==> src/rtl/adc_capture_logic.sv <==
// Purpose : register-mapped IPIF slave that clocks a 10-bit parallel ADC, captures samples at a programmable rate into a 16-entry FIFO and drains them through bus reads.
// Latency : capture lands in the FIFO on the edge ending each sample period; reads are combinational and ack in the same cycle.
// Backpres: none toward the ADC -- a capture into a full FIFO with no pop that cycle is dropped and sets the sticky overflow flag.
//
// Ports:
//   Bus2IP_Clk / Bus2IP_Reset      single clock, synchronous active-high reset
//   ADC2IP_Data                    ADC parallel sample (straight binary)
//   IP2ADC_Clk / IP2ADC_PWRDN      registered ADC conversion clock and power-down (high = off)
//   Bus2IP_Data/BE/RdCE/WrCE       IPIF write data, byte enables, one-hot chip enables (bit1 = REG0, bit0 = REG1)
//   IP2Bus_Data/RdAck/WrAck/Error  read data and same-cycle acks; error never raised
module adc_capture_logic #(
    parameter int C_NUM_REG         = 2,
    parameter int C_SLV_DWIDTH      = 32,
    parameter int C_ADC_WIDTH       = 10,
    parameter int C_FIFO_DEPTH_LOG2 = 4
) (
    input  logic                      Bus2IP_Clk,
    input  logic                      Bus2IP_Reset,
    input  logic [C_ADC_WIDTH-1:0]    ADC2IP_Data,
    output logic                      IP2ADC_Clk,
    output logic                      IP2ADC_PWRDN,
    input  logic [C_SLV_DWIDTH-1:0]   Bus2IP_Data,
    input  logic [C_SLV_DWIDTH/8-1:0] Bus2IP_BE,
    input  logic [C_NUM_REG-1:0]      Bus2IP_RdCE,
    input  logic [C_NUM_REG-1:0]      Bus2IP_WrCE,
    output logic [C_SLV_DWIDTH-1:0]   IP2Bus_Data,
    output logic                      IP2Bus_RdAck,
    output logic                      IP2Bus_WrAck,
    output logic                      IP2Bus_Error
);

    localparam int AW    = C_FIFO_DEPTH_LOG2;
    localparam int DEPTH = 1 << AW;

    // control / timer state
    logic                   en;
    logic [7:0]             div;
    logic [7:0]             cnt;
    logic                   ovf;

    // sample FIFO
    logic [C_ADC_WIDTH-1:0] mem [DEPTH];
    logic [AW-1:0]          wr_ptr;
    logic [AW-1:0]          rd_ptr;
    logic [AW:0]            count;

    logic                   wr_reg0, rd_reg0, rd_reg1;
    logic                   en_nxt, clr;
    logic [7:0]             div_nxt, d_cur, d_nxt, cnt_nxt;
    logic [8:0]             half_nxt;
    logic                   capture, empty, full, push, pop, drop;
    logic                   unused_ok;

    assign wr_reg0 = Bus2IP_WrCE[1];
    assign rd_reg0 = Bus2IP_RdCE[1];
    assign rd_reg1 = Bus2IP_RdCE[0];

    // Writes to REG0 take effect on the write edge; CLR is gated by the low byte enable.
    assign en_nxt  = (wr_reg0 && Bus2IP_BE[0]) ? Bus2IP_Data[0]    : en;
    assign div_nxt = (wr_reg0 && Bus2IP_BE[1]) ? Bus2IP_Data[15:8] : div;
    assign clr     = wr_reg0 && Bus2IP_BE[0] && Bus2IP_Data[1];

    // A divider of zero behaves as one so the ADC clock never stalls.
    assign d_cur    = (div == 8'd0)     ? 8'd1 : div;
    assign d_nxt    = (div_nxt == 8'd0) ? 8'd1 : div_nxt;
    assign half_nxt = ({1'b0, d_nxt} + 9'd1) >> 1;

    // The counter only advances once EN was already set, so the first period after
    // enabling starts cleanly at zero. A counter left above a freshly lowered divider
    // wraps on its next edge; capture requires an exact match, so that wrap never samples.
    assign capture = en && (cnt == d_cur);
    assign cnt_nxt = (en && en_nxt) ? ((cnt >= d_cur) ? 8'd0 : cnt + 8'd1) : 8'd0;

    assign empty = (count == '0);
    assign full  = (count == (AW+1)'(DEPTH));
    assign pop   = rd_reg1 && !empty;
    assign push  = capture && (!full || pop);
    assign drop  = capture && full && !pop;

    always_ff @(posedge Bus2IP_Clk) begin
        if (Bus2IP_Reset) begin
            en           <= 1'b0;
            div          <= 8'd0;
            cnt          <= 8'd0;
            ovf          <= 1'b0;
            wr_ptr       <= '0;
            rd_ptr       <= '0;
            count        <= '0;
            IP2ADC_Clk   <= 1'b0;
            IP2ADC_PWRDN <= 1'b1;
        end else begin
            en           <= en_nxt;
            div          <= div_nxt;
            cnt          <= cnt_nxt;
            // Decoded from next-state values so the pin tracks the counter register exactly.
            IP2ADC_Clk   <= en_nxt && ({1'b0, cnt_nxt} < half_nxt);
            IP2ADC_PWRDN <= ~en_nxt;
            if (clr) begin
                wr_ptr <= '0;
                rd_ptr <= '0;
                count  <= '0;
                ovf    <= 1'b0;
            end else begin
                if (push) wr_ptr <= wr_ptr + 1'b1;
                if (pop)  rd_ptr <= rd_ptr + 1'b1;
                count <= count + {{AW{1'b0}}, push} - {{AW{1'b0}}, pop};
                if (drop) ovf <= 1'b1;
            end
        end
    end

    // Storage needs no reset: entries are only visible between the pointers.
    always_ff @(posedge Bus2IP_Clk) begin
        if (push) mem[wr_ptr] <= ADC2IP_Data;
    end

    always_comb begin
        IP2Bus_Data = '0;
        if (rd_reg0) begin
            IP2Bus_Data[0]             = en;
            IP2Bus_Data[2]             = ovf;
            IP2Bus_Data[3]             = empty;
            IP2Bus_Data[4]             = full;
            IP2Bus_Data[15:8]          = div;
            IP2Bus_Data[16 +: AW+1]    = count;
        end
        if (rd_reg1 && !empty) begin
            IP2Bus_Data[C_SLV_DWIDTH-1]  = 1'b1;
            IP2Bus_Data[C_ADC_WIDTH-1:0] = IP2Bus_Data[C_ADC_WIDTH-1:0] | mem[rd_ptr];
        end
    end

    assign IP2Bus_RdAck = |Bus2IP_RdCE;
    assign IP2Bus_WrAck = |Bus2IP_WrCE;
    assign IP2Bus_Error = 1'b0;

    assign unused_ok = ^{Bus2IP_Data[C_SLV_DWIDTH-1:16], Bus2IP_Data[7:2], Bus2IP_BE[C_SLV_DWIDTH/8-1:2]};

endmodule

==> config.mk <==
export PLATFORM = sky130hd
export DESIGN_NAME = adc_capture_logic
export DESIGN_NICKNAME = d
export VERILOG_FILES = /design/src/rtl/adc_capture_logic.sv
export SDC_FILE = /design/constraint.sdc
export NUM_CORES = 1
export LEC_CHECK = 0
export CORE_ASPECT_RATIO = 1.4
export CORE_UTILIZATION = 45
export CTS_BUF_LIST = sky130_fd_sc_hd__clkbuf_2 sky130_fd_sc_hd__clkbuf_4 sky130_fd_sc_hd__clkbuf_8
export DETAILED_ROUTE_END_ITERATION = 6
export PLACE_DENSITY = 0.75
export SLEW_MARGIN = 20
export SYNTH_ARGS = -nofsm -noshare
export SYNTH_HDL_FRONTEND = slang
export SYNTH_SLANG_ARGS = --single-unit
==> constraint.sdc <==
create_clock -name Bus2IP_Clk -period 5.2 [get_ports Bus2IP_Clk]
set_clock_uncertainty 0.2 [all_clocks]
set_input_delay 0.52 -clock Bus2IP_Clk [delete_from_list [all_inputs] [get_ports Bus2IP_Clk]]
set_output_delay 0.52 -clock Bus2IP_Clk [all_outputs]
set_load 0.02 [all_outputs]
==> flow_metrics.tcl, run 1 <==
set metrics [dict create \
    crit_path_start_kind "flip-flop" \
    ys_types 56 \
    firstDrtPassIters 4 \
    ys_seq_area_frac 0.646 \
    netlist_instances 532 \
    routabilityCongestion 0.828 \
    worst_slack_ns 0.950 \
    ff2ff_setup_slack_ns 0.95 \
    nets 672 \
    worstSetupPathType "reg2reg" \
    peakVddDrop_mv 0.169 \
    p_per_area_nw_per_um2 363 \
    hpwl_microns 11500 \
    maxCapViolations 0 \
    worst_slew_pin_slew_ns 1.12 \
    post-route-min-period_ns 4.25 \
    cp_max_fo 7 \
    synth-edff-count 160 \
    startpoint "div[5]$_SDFF_PP0_" \
    drive_above_1_share 0.167 \
    tritoncts.num_buffers 17 \
    cts_sinks 197 \
    synth.avg_cell_area_sq_um 16.1 \
    overflow 0 \
    cts_tree "yes" \
    route.detailed.drc 0 \
    worst_ep_required_time_ns 5.40 \
    rr_worst_depth 17 \
    routed_wl_microns 17800 \
    worstPathArrival_ns 4.45 \
    max_slew_margin 0.253 \
    die_w_microns 119 \
    layout_commonest_cell "edfxtp_1" \
    reg2reg_from "div[5]$_SDFF_PP0_" \
    netlist_area_sq_um 8580 \
    vias 4792 \
    hold_path.class "reg2reg" \
    grt_pass1_vias 4905 \
    place_ws_ns 0.990 \
    clkLatencyLatePin_ns 0.47 \
    synthToLayoutAreaGrowth_pct 14.0 \
    diodes 0 \
    finalSetupTns_ns 0 \
    slew_violations 0 \
    antenna_left 0 \
    grt_setup_unrepaired "no" \
    synthFlopType "edfxtp_1" \
    status "finished, final reports clean" \
    initial_utilization 0.461 \
    h-tree-depth 4 \
    synth_warnings 0 \
    routed_via_density 5.64 \
    post_cts_buffers 0 \
    die_area_sq_um 19600 \
    clk_path_buf_depth 2 \
    yosysTopAreaCellShare 0.560 \
    p_leak_nw 3.23 \
    setup_viol 0 \
    antenna_found_initial 0 \
    crit_end "count[4]$_SDFF_PP0_" \
    port_buffers 53 \
    ys_seq_elements 197 \
    multi_input_area_sq_um 2770 \
    hold_violations 0 \
    clk_pin_slew_worst_paths_ns 0.09 \
    reg2reg_to "count[4]$_SDFF_PP0_" \
    n_fill_cell 1471 \
    fmax_mhz 235 \
    final_cell_mix "edfxtp_1, clkdlybuf4s50_1, mux4_2" \
    seqCellArea_sq_um 5550 \
    synth_top_cell_by_area "edfxtp_1" \
    ios 89 \
    grt_usage 0.191 \
    die_h_microns 165 \
    ctsResizeCount 0 \
    core-area_sq_um 18600 \
    holdBufCountCts 0 \
    synth.area.top_cells "edfxtp_1, mux4_2, dfxtp_1, ha_1, mux4_1" \
    grt_max_degree 29 \
    async_flop_share 0 \
    cts-root-buf "clkbuf_8" \
    crit_path_end_kind "flip-flop" \
    wire_per_inst_microns 20.9 \
    fp-row-count 59 \
    fin_crit_sh 0.817 \
    grt_first_pass_wirelength_microns 27200 \
    drt_iter0_drc 325 \
]
-- report_power, final --
part / leakage [nW] / switching [W] / internal [W] / total, W
Clock: 0.211 / 0.000553 / 0.000490 / 0.00104
Sequential: 1.74 / 0.0000815 / 0.00173 / 0.00181
Combinational: 1.28 / 0.000317 / 0.000374 / 0.000691
Total: 3.23 / 0.000951 / 0.00260 / 0.00355
-- how the worst min path moves through the flow --
stage,startpoint,to,cells after the start
CTS,ovf$_SDFFE_PP0P_,ovf$_SDFFE_PP0P_,2
detailed placement,ovf$_SDFFE_PP0P_,ovf$_SDFFE_PP0P_,2
finish,ovf$_SDFFE_PP0P_,ovf$_SDFFE_PP0P_,2
floorplan,ovf$_SDFFE_PP0P_,ovf$_SDFFE_PP0P_,2
global route,rd_ptr[1]$_SDFFE_PP0P_,rd_ptr[1]$_SDFFE_PP0P_,2
global placement,ovf$_SDFFE_PP0P_,ovf$_SDFFE_PP0P_,2
-- critical path, stage by stage, from the launching register on --
cell	delay, ns
dfxtp_1	0.36
or4_1	0.55
o41ai_1	0.47
ha_1	0.20
and4_1	0.23
nand3_1	0.15
nor2_1	0.31
inv_2	0.16
ha_1	0.31
inv_1	0.04
ha_1	0.18
inv_1	0.07
fa_1	0.21
inv_1	0.05
a21oi_1	0.15
nor2_1	0.06
or3_1	0.34
a21oi_1	0.15
-- sequential cells by signal (all words and copies together), names as in the netlist, named ones only --
register / cells
IP2ADC_PWRDN: 1
en: 1
div: 8
rd_ptr: 4
IP2ADC_Clk: 1
ovf: 1
count: 5
wr_ptr: 4
mem: 160
cnt: 8
-- cell usage after synthesis, types with 4 or more instances --
master	number
nor4_1	5
mux4_2	41
nor3b_1	4
and2_1	24
edfxtp_1	160
nor3_1	12
mux2i_1	7
nand3_1	11
xnor2_1	10
clkbuf_1	13
and3_1	4
xor2_1	10
ha_1	27
dfxtp_1	37
nor2_1	36
buf_4	14
o21ai_0	5
a21oi_1	13
inv_1	26
a22o_1	6
nand2_1	7
mux4_1	8
-- stage by stage --
stage               utilization  cells  power (W)  hold WS, ns  cell area, sq um
finish                    0.526    849    0.00355        0.306              9790
CTS                       0.526    849    0.00358        0.305              9790
global route              0.526    849    0.00369        0.347              9790
global placement          0.503    817    0.00253        0.271              9360
detailed placement        0.503    817    0.00255        0.280              9360
floorplan                     -    542    0.00235        0.237              8620
-- logic make-up (layout without fill, tap and decap cells) --
logic type	count (synthesis)	count (layout)	synth area share
muxes	56	56	0.140
buffers and inverters	62	125	0.0382
adders and majority gates	28	28	0.0417
AOI/OAI and AO/OA	42	42	0.0334
xor gates and xnor gates	20	20	0.0204
DFF	197	197	0.646
other	1	11	0.000437
and+or+nand+nor	126	126	0.0797
-- layout make-up --
cell class,count,share of cell area
Clock buffer,17,0.0239
Clock inverter,15,0.0201
Inverter,27,0.0104
Multi-Input combinational cell,283,0.283
Sequential cell,197,0.567
Tap cell,244,0.0312
Timing Repair Buffer,66,0.0642
-- routing by layer --
| layer | GRT usage | up-vias | wire length (microns) |
|---|---|---|---|
| met5 | 0 | - | 0 |
| met4 | 0.0829 | 0 | 534 |
| met3 | 0.0474 | 39 | 1080 |
| met2 | 0.342 | 176 | 9180 |
| met1 | 0.216 | 2436 | 6970 |
| li1 | - | 2141 | - |
No activity file was read; power rests on OpenSTA's default activity.
==> inputs of run 2 (changes only) <==
==> constraint.sdc (replaced) <==
create_clock -name Bus2IP_Clk -period 3.98 [get_ports Bus2IP_Clk]
set_clock_uncertainty 0.2 [all_clocks]
set_input_delay 0.398 -clock Bus2IP_Clk [delete_from_list [all_inputs] [get_ports Bus2IP_Clk]]
set_output_delay 0.398 -clock Bus2IP_Clk [all_outputs]
set_load 0.02 [all_outputs]
==> run 2 against run 1 <==
Setup slack worse by 0.82 ns. Register-to-register slack worse by 0.82 ns. Final area up 0.68%. First-iteration DRC count up 4.0%. Fmax up 10%. Critical path depth unchanged. Core utilization up 0.36 points. Critical path type unchanged. Largest power group unchanged.
==> flow_metrics.tcl, run 2 (synthesis gave the netlist of run 1 again) <==
set metrics [dict create \
    nets 682 \
    clk_path_buf_depth 2 \
    cp_max_fo 4 \
    hold_violations 0 \
    worst_slew_pin_slew_ns 0.803 \
    cts_sinks 197 \
    ctsResizeCount 0 \
    gr-usage-met2 0.325 \
    layout_commonest_cell "edfxtp_1" \
    cts_tree "yes" \
    h-tree-depth 4 \
    p_leak_nw 3.27 \
    peakVddDrop_mv 0.295 \
    status "finished, final reports clean" \
    p_per_area_nw_per_um2 462 \
    top_register "mem" \
    worstSetupPathType "reg2reg" \
    reg_top3 "mem: 160 flops, cnt: 8 flops, div: 8 flops" \
    dp.cells 827 \
    vias 4718 \
    hold_path.class "reg2reg" \
    route.detailed.drc 0 \
    met1_usage 0.231 \
    setup_viol 0 \
    grt_max_degree 41 \
    overflow 0 \
    firstDrtPassIters 4 \
    met3_usage 0.0419 \
    grt_first_pass_wirelength_microns 27500 \
    fmax_mhz 260 \
    clkLatencyLatePin_ns 0.45 \
    grt_usage 0.190 \
    core-area_sq_um 18600 \
    worstPathArrival_ns 4.04 \
    antenna_left 0 \
    post_cts_buffers 0 \
    max_slew_margin 0.464 \
    die_area_sq_um 19600 \
    initial_utilization 0.461 \
    hpwl_microns 11400 \
    port_buffers 53 \
    routabilityCongestion 0.867 \
    grt_setup_unrepaired "yes" \
    worst_ep_required_time_ns 4.17 \
    grt_pass1_vias 4979 \
    cts-root-buf "clkbuf_8" \
    finalSetupTns_ns 0 \
    synthToLayoutAreaGrowth_pct 14.8 \
    final_cell_mix "edfxtp_1, clkdlybuf4s50_1, mux4_2" \
    top_usage_layer "met2" \
    crit_path_start_kind "flip-flop" \
    fp-row-count 59 \
    tritoncts.num_buffers 17 \
    die_h_microns 165 \
    maxCapViolations 0 \
    die_w_microns 119 \
    post-route-min-period_ns 3.85 \
    crit_path_end_kind "flip-flop" \
    largest_reg_flops 160 \
    drt_iter0_drc 338 \
    clk_pin_slew_worst_paths_ns 0.09 \
    fin_crit_sh 0.967 \
    routed_wl_microns 17600 \
    ff2ff_setup_slack_ns 0.13 \
    dpl_cell_area_sq_um 9440 \
    slew_violations 0 \
    fin_cells 859 \
    routed_via_density 5.49 \
    diodes 0 \
    antenna_found_initial 0 \
    drive_above_1_share 0.180 \
    holdBufCountCts 0 \
    wire_per_inst_microns 20.5 \
    fin_area_sq_um 9850 \
    ios 89 \
]
## run 2: final cells by class
cell class                 count  area, sq um
clock buffer                  18          241
clock inverter                14          149
fill                        1486         8750
inverter                      27          101
multi-input combinational    283         2790
sequential                   197         5550
tap                          244          305
timing repair buffer          76          716
## run 2: report_power, final
| part | switching, W | leakage (nW) | internal, W | total [W] |
|---|---|---|---|---|
| Sequential | 0.0000518 | 1.74 | 0.00226 | 0.00232 |
| Clock | 0.000691 | 0.194 | 0.000573 | 0.00126 |
| Combinational | 0.000472 | 1.34 | 0.000499 | 0.000971 |
## run 2: worst paths after layout
kind | from | to | cells after the start
max | div[5]$_SDFF_PP0_ | count[4]$_SDFF_PP0_ | 17
min | ovf$_SDFFE_PP0P_ | ovf$_SDFFE_PP0P_ | 2
max reg2reg | div[5]$_SDFF_PP0_ | count[4]$_SDFF_PP0_ | 17
min reg2reg | ovf$_SDFFE_PP0P_ | ovf$_SDFFE_PP0P_ | 2
## run 2: routing by layer
layer / routed length [microns] / vias up / share of wire
met4: 454 / 0 / 0.026
li1: - / 2154 / -
met5: 0 / - / 0
met3: 990 / 29 / 0.056
met1: 7040 / 2373 / 0.40
met2: 9090 / 162 / 0.52
## run 2: metrics by stage
stage	worst slack, ns	hold slack [ns]	power [W]	utilization
after floorplan	0.380	0.237	0.00307	-
after global placement	0.180	0.260	0.00331	0.508
after detailed placement	0.0755	0.276	0.00334	0.508
after CTS	0.000210	0.299	0.00459	0.529
after global routing	-0.0457	0.347	0.00476	0.530
final	0.130	0.289	0.00455	0.530
## run 2: critical path: stages, from the launching register on
cell     delay (ns)
dfxtp_1        0.35
or4_1          0.61
o41ai_2        0.31
ha_1           0.17
and4_1         0.23
nand3_1        0.18
nor2_4         0.18
inv_2          0.06
ha_1           0.28
inv_1          0.04
ha_1           0.18
inv_1          0.07
fa_1           0.20
inv_1          0.05
a21oi_1        0.13
nor2_1         0.06
or3_1          0.34
a21oi_1        0.14
==> inputs of run 3 (changes only) <==
--- a/config.mk
+++ b/config.mk
@@ -6,6 +6,7 @@
 export NUM_CORES = 1
 export LEC_CHECK = 0
 export CORE_ASPECT_RATIO = 1.4
+export CORE_MARGIN = 4
 export CORE_UTILIZATION = 45
 export CTS_BUF_LIST = sky130_fd_sc_hd__clkbuf_2 sky130_fd_sc_hd__clkbuf_4 sky130_fd_sc_hd__clkbuf_8
 export DETAILED_ROUTE_END_ITERATION = 6
==> run 3 against run 2 <==
Non-clock buffer count is 2 higher. Clock-buffer cell count stayed put. Final area hardly changed. Wire length is 1.5% higher. Sequential share of layout area hardly changed. Combinational power hardly changed. First-iteration DRC count is 54% higher. Register-to-register slack better by 0.09 ns. Flip-flop and latch count stayed put. Critical path depth stayed put. Highest routed layer unchanged.
==> flow_metrics.tcl, run 3 (synthesis gave the netlist of run 1 again) <==
set metrics [dict create \
    p_leak_nw 3.28 \
    multi_input_area_sq_um 2780 \
    drive_above_1_share 0.185 \
    die_area_sq_um 21400 \
    layout_commonest_cell "edfxtp_1" \
    grt_pass1_vias 4996 \
    wire_per_inst_microns 20.7 \
    cp_max_fo 4 \
    worstPathArrival_ns 3.96 \
    status "finished, final reports clean" \
    diodes 0 \
    cts_tree "yes" \
    antenna_left 0 \
    worstSetupPathType "reg2reg" \
    place_ws_ns 0.119 \
    synthToLayoutAreaGrowth_pct 14.8 \
    largest_reg_flops 160 \
    drt_iter0_drc 520 \
    worst_ep_required_time_ns 4.19 \
    slew_violations 0 \
    grt_first_pass_wirelength_microns 27900 \
    n_fill_cell 1480 \
    clk_pin_slew_worst_paths_ns 0.10 \
    core-area_sq_um 18700 \
    firstDrtPassIters 4 \
    clk_path_buf_depth 2 \
    hold_path.class "reg2reg" \
    top_register "mem" \
    reg2reg_to "count[4]$_SDFF_PP0_" \
    holdBufCountCts 0 \
    h-tree-depth 4 \
    overflow 0 \
    critPathMaxStageDelay_ns 0.57 \
    hpwl_microns 11600 \
    whs_endpoint "ovf$_SDFFE_PP0P_" \
    cp_cell_sequence "or4_1 -> o41ai_2 -> ha_1 -> and4_1 -> nand3_1 -> nor2_2 -> inv_2 -> ha_1 -> inv_1 -> ha_1 -> inv_1 -> fa_1 -> inv_1 -> a21oi_1 -> nor2_1 -> or3_1 -> a21oi_1" \
    ff2ff_setup_slack_ns 0.22 \
    final_cell_mix "edfxtp_1, clkdlybuf4s50_1, mux4_2" \
    slowest_stage "or4_1" \
    worst_slack_ns 0.223 \
    reg_top3 "mem: 160 flops, cnt: 8 flops, div: 8 flops" \
    seqCellArea_sq_um 5550 \
    cts-root-buf "clkbuf_8" \
    crit_path_end_kind "flip-flop" \
    post-route-util 0.527 \
    initial_utilization 0.460 \
    die_w_microns 125 \
    fin_crit_sh 0.944 \
    route.detailed.drc 0 \
    maxCapViolations 0 \
    post_cts_buffers 0 \
    crit_path_start_kind "flip-flop" \
    max_slew_margin 0.477 \
    post-route-min-period_ns 3.76 \
    reg2reg_from "div[5]$_SDFF_PP0_" \
    cts_sinks 197 \
    routed_wl_microns 17800 \
    hold_start "ovf$_SDFFE_PP0P_" \
    setup_viol 0 \
    fin_cells 861 \
    clkLatencyLatePin_ns 0.47 \
    rr_worst_depth 17 \
    ctsResizeCount 0 \
    finalSetupTns_ns 0 \
    dp.cells 829 \
    port_buffers 53 \
    ios 89 \
    routabilityCongestion 0.814 \
    grt_usage 0.172 \
    hold_violations 0 \
    vias 4841 \
    peakVddDrop_mv 0.221 \
    nets 684 \
    p_per_area_nw_per_um2 460 \
    fmax_mhz 266 \
    routed_via_density 5.62 \
    fp-row-count 59 \
    tritoncts.num_buffers 17 \
    die_h_microns 171 \
    hold_ws_ns 0.279 \
    grt_setup_unrepaired "no" \
    min_path_cells 2 \
    worst_slew_pin_slew_ns 0.783 \
    grt_max_degree 41 \
    antenna_found_initial 0 \
]
run 3: area by class of cell:
class	instances	area share
Sequential cell	197	0.563
Multi-Input combinational cell	283	0.283
Timing Repair Buffer	78	0.0742
Tap cell	244	0.0310
Clock buffer	18	0.0245
Clock inverter	14	0.0144
Inverter	27	0.0103
run 3: critical path: cells and delay by family (launching register included):
family,cells,cell delay (ns)
adder cells (fa/ha/maj),4,0.81
flip-flops,1,0.34
AND/OR/NAND/NOR,6,1.59
AO/OA/AOI/OAI,3,0.52
buffers and inverters,4,0.22
run 3: per-stage QoR:
stage / total power (W) / instance area [sq um]
final: 0.00453 / 9850
after global routing: 0.00475 / 9850
after CTS: 0.00458 / 9840
after detailed placement: 0.00334 / 9460
after global placement: 0.00331 / 9460
after floorplan: 0.00307 / 8620
run 3: worst max-delay path by stage:
| stage | slack [ns] | cells past startpoint | to | from |
|---|---|---|---|---|
| 6_report | 0.22 | 17 | count[4]$_SDFF_PP0_ | div[5]$_SDFF_PP0_ |
| 5_1_grt | 0.006 | 17 | count[4]$_SDFF_PP0_ | div[5]$_SDFF_PP0_ |
| 4_1_cts | 0.10 | 17 | count[4]$_SDFF_PP0_ | div[5]$_SDFF_PP0_ |
| 3_5_place_dp | 0.12 | 17 | count[4]$_SDFF_PP0_ | div[5]$_SDFF_PP0_ |
| 3_3_place_gp | 0.20 | 17 | count[4]$_SDFF_PP0_ | div[5]$_SDFF_PP0_ |
| 2_1_floorplan | 0.38 | 14 | IP2ADC_Clk$_SDFF_PP0_ | div[5]$_SDFF_PP0_ |
run 3: power by group:
group	internal (W)	leakage (nW)	switching [W]
clock	0.000524	0.194	0.000720
combinational	0.000500	1.35	0.000472
sequential	0.00226	1.74	0.0000518
run 3: per-layer routing:
metal	vias up	track usage	part of all wire
met5	-	0	0
met4	0	0.0734	0.027
met3	40	0.0416	0.073
met2	194	0.291	0.51
met1	2441	0.213	0.39
li1	2166	-	-
==> RTL change, RTL diff (settings of run 2) <==
One comparison of `count` changes from == to >=.
--- a/src/rtl/adc_capture_logic.sv
+++ b/src/rtl/adc_capture_logic.sv
@@ -73,5 +73,5 @@
 
     assign empty = (count == '0);
-    assign full  = (count == (AW+1)'(DEPTH));
+    assign full  = (count >= (AW+1)'(DEPTH));
     assign pop   = rd_reg1 && !empty;
     assign push  = capture && (!full || pop);
Formal check against the unedited RTL: no difference found for any inputs over 4 cycles, from zero or initial values and one cycle with Bus2IP_Reset high; that may be too few to reach the edited logic, so the function may still have changed.
==> RTL change against run 2 <==
Cell area fell by 1.4%; total power fell by 3.2%; non-clock buffer count fell by 6; setup slack improved by 0.12 ns; combinational power fell by 1%; area after synthesis barely moved; maximum frequency rose by 3.1%; routed wire length fell by 3.3%; global-route usage fell by 0.59 points; sequential cell count did not move; critical endpoint is now IP2Bus_Data[1]; largest cell class unchanged.
==> RTL change: results (changes against run 2) <==
| Metric | Value |
|---|---|
| Outcome | completed |
| Worst slew pin tran | 0.886 ns (+0.0830 ns) |
| Initial antenna violation count | 1 (+1) |
| Longest Clk Path Bufs | 2 (unchanged) |
| First-pass iteration count of the detailed router | 5 (+1) |
| Syn Area/Cell | 16.3 um^2 (+0.79%) |
| Initial DRC Count | 318 (-5.9%) |
| GRT Overall Usage | 0.184 (-0.00585) |
| Routed len/inst | 20.0 um (-2.0%) |
| First-pass GRT wire length | 26100 um (-5.2%) |
| Vias in the first global route | 4794 (-3.7%) |
| Distinct cells, synth | 52 (-7.1%) |
| CP endpoint | IP2Bus_Data[1] |
| Internal | 0.00321 W (-3.7%) |
| Largest net degree at the start of global routing | 29 (-29%) |
| Worst-skew pair later-pin latency | 0.46 ns |
| # port buffers | 53 (unchanged) |
| Worst Reg2Reg Path Length in Cells | 13 (-4) |
| Max Fanout on Critical Path | 12 (+8) |
| Layout net count | 671 (-1.6%) |
| Critical R2R Capture | IP2ADC_Clk$_SDFF_PP0_ |
| Share of layout cells above drive strength 1 | 0.137 (-0.0431) |
| Placed insts | 817 (-1.2%) |
| R2R setup slack | 0.49 ns (+0.36 ns) |
| Dpl ws | 0.309 ns (+0.233 ns) |
| Reg-to-Reg Start | div[3]$_SDFF_PP0_ |
| Drt total wl | 17000 um (-3.3%) |
| Largest cells by area after synthesis | edfxtp_1 (56%), dfxtp_1 (8.6%), mux4_2 (7.3%) |
| Final period util | 0.938 (-0.0294) |
| CTS HTree Levels | 4 (unchanged) |
| Synth cell count leaders | edfxtp_1 (160), dfxtp_1 (37), nor2_1 (36), mux4_2 (28), ha_1 (26) |
| Filler cells | 1507 (+1.4%) |
| Vias after detailed routing | 4597 (-2.6%) |
| Register area share after synthesis | 0.646 (about the same) |
| Post-DP HPWL | 11300 um (-1.3%) |
| Post-CTS setup buffers | 0 (unchanged) |
| Routability cong. | 0.849 (-2.1%) |
| Lkg Pwr | 3.25 nW (-0.64%) |
| VDD IR-drop max | 0.319 mV (+8.2%) |
[RTL change: layout make-up]
| class | count | area share |
|---|---|---|
| Sequential cell | 197 | 0.571 |
| Multi-Input combinational cell | 282 | 0.284 |
| Timing Repair Buffer | 70 | 0.0690 |
| Tap cell | 244 | 0.0314 |
| Clock buffer | 18 | 0.0248 |
| Clock inverter | 13 | 0.0103 |
| Inverter | 24 | 0.00927 |
[RTL change: cell families after synthesis]
group	Yosys count	share of synthesized area
AO/OA/AOI/OAI	40	0.0321
adder cells (fa/ha/maj)	27	0.0402
flip-flops	197	0.646
multiplexers	58	0.148
buffers and inverters	59	0.0367
other	1	0.000437
XOR/XNOR	21	0.0214
AND/OR/NAND/NOR	125	0.0752
[RTL change: metal layers]
metal	vias up	global-route usage	wire length [um]
met1	2277	0.207	6680
met4	0	0.0639	331
met5	-	0	0
li1	2139	-	-
met2	157	0.341	8940
met3	24	0.0422	1050
[RTL change: power groups by stage]
stage | Clock [W] | Combinational (W) | Sequential (W)
finish | 0.00113 | 0.000957 | 0.00232
global route | 0.00123 | 0.00104 | 0.00233
detailed placement | 0 | 0.000961 | 0.00237
CTS | 0.00116 | 0.000967 | 0.00232
global placement | 0 | 0.000929 | 0.00236
floorplan | 0 | 0.000720 | 0.00234
[RTL change: critical path, stage by stage, from the launching register on]
cell             delay (ns)
dfxtp_2                0.53
buf_4                  0.33
mux4_1                 0.60
mux4_2                 0.48
and2_1                 0.19
clkdlybuf4s50_1        0.54
[RTL change: per-stage QoR]
stage | area (um^2) | power, W | hold WS (ns)
after floorplan | 8620 | 0.00306 | 0.241
after global placement | 9380 | 0.00329 | 0.295
after detailed placement | 9380 | 0.00333 | 0.296
after CTS | 9720 | 0.00444 | 0.321
after global routing | 9720 | 0.00460 | 0.359
final | 9720 | 0.00441 | 0.308
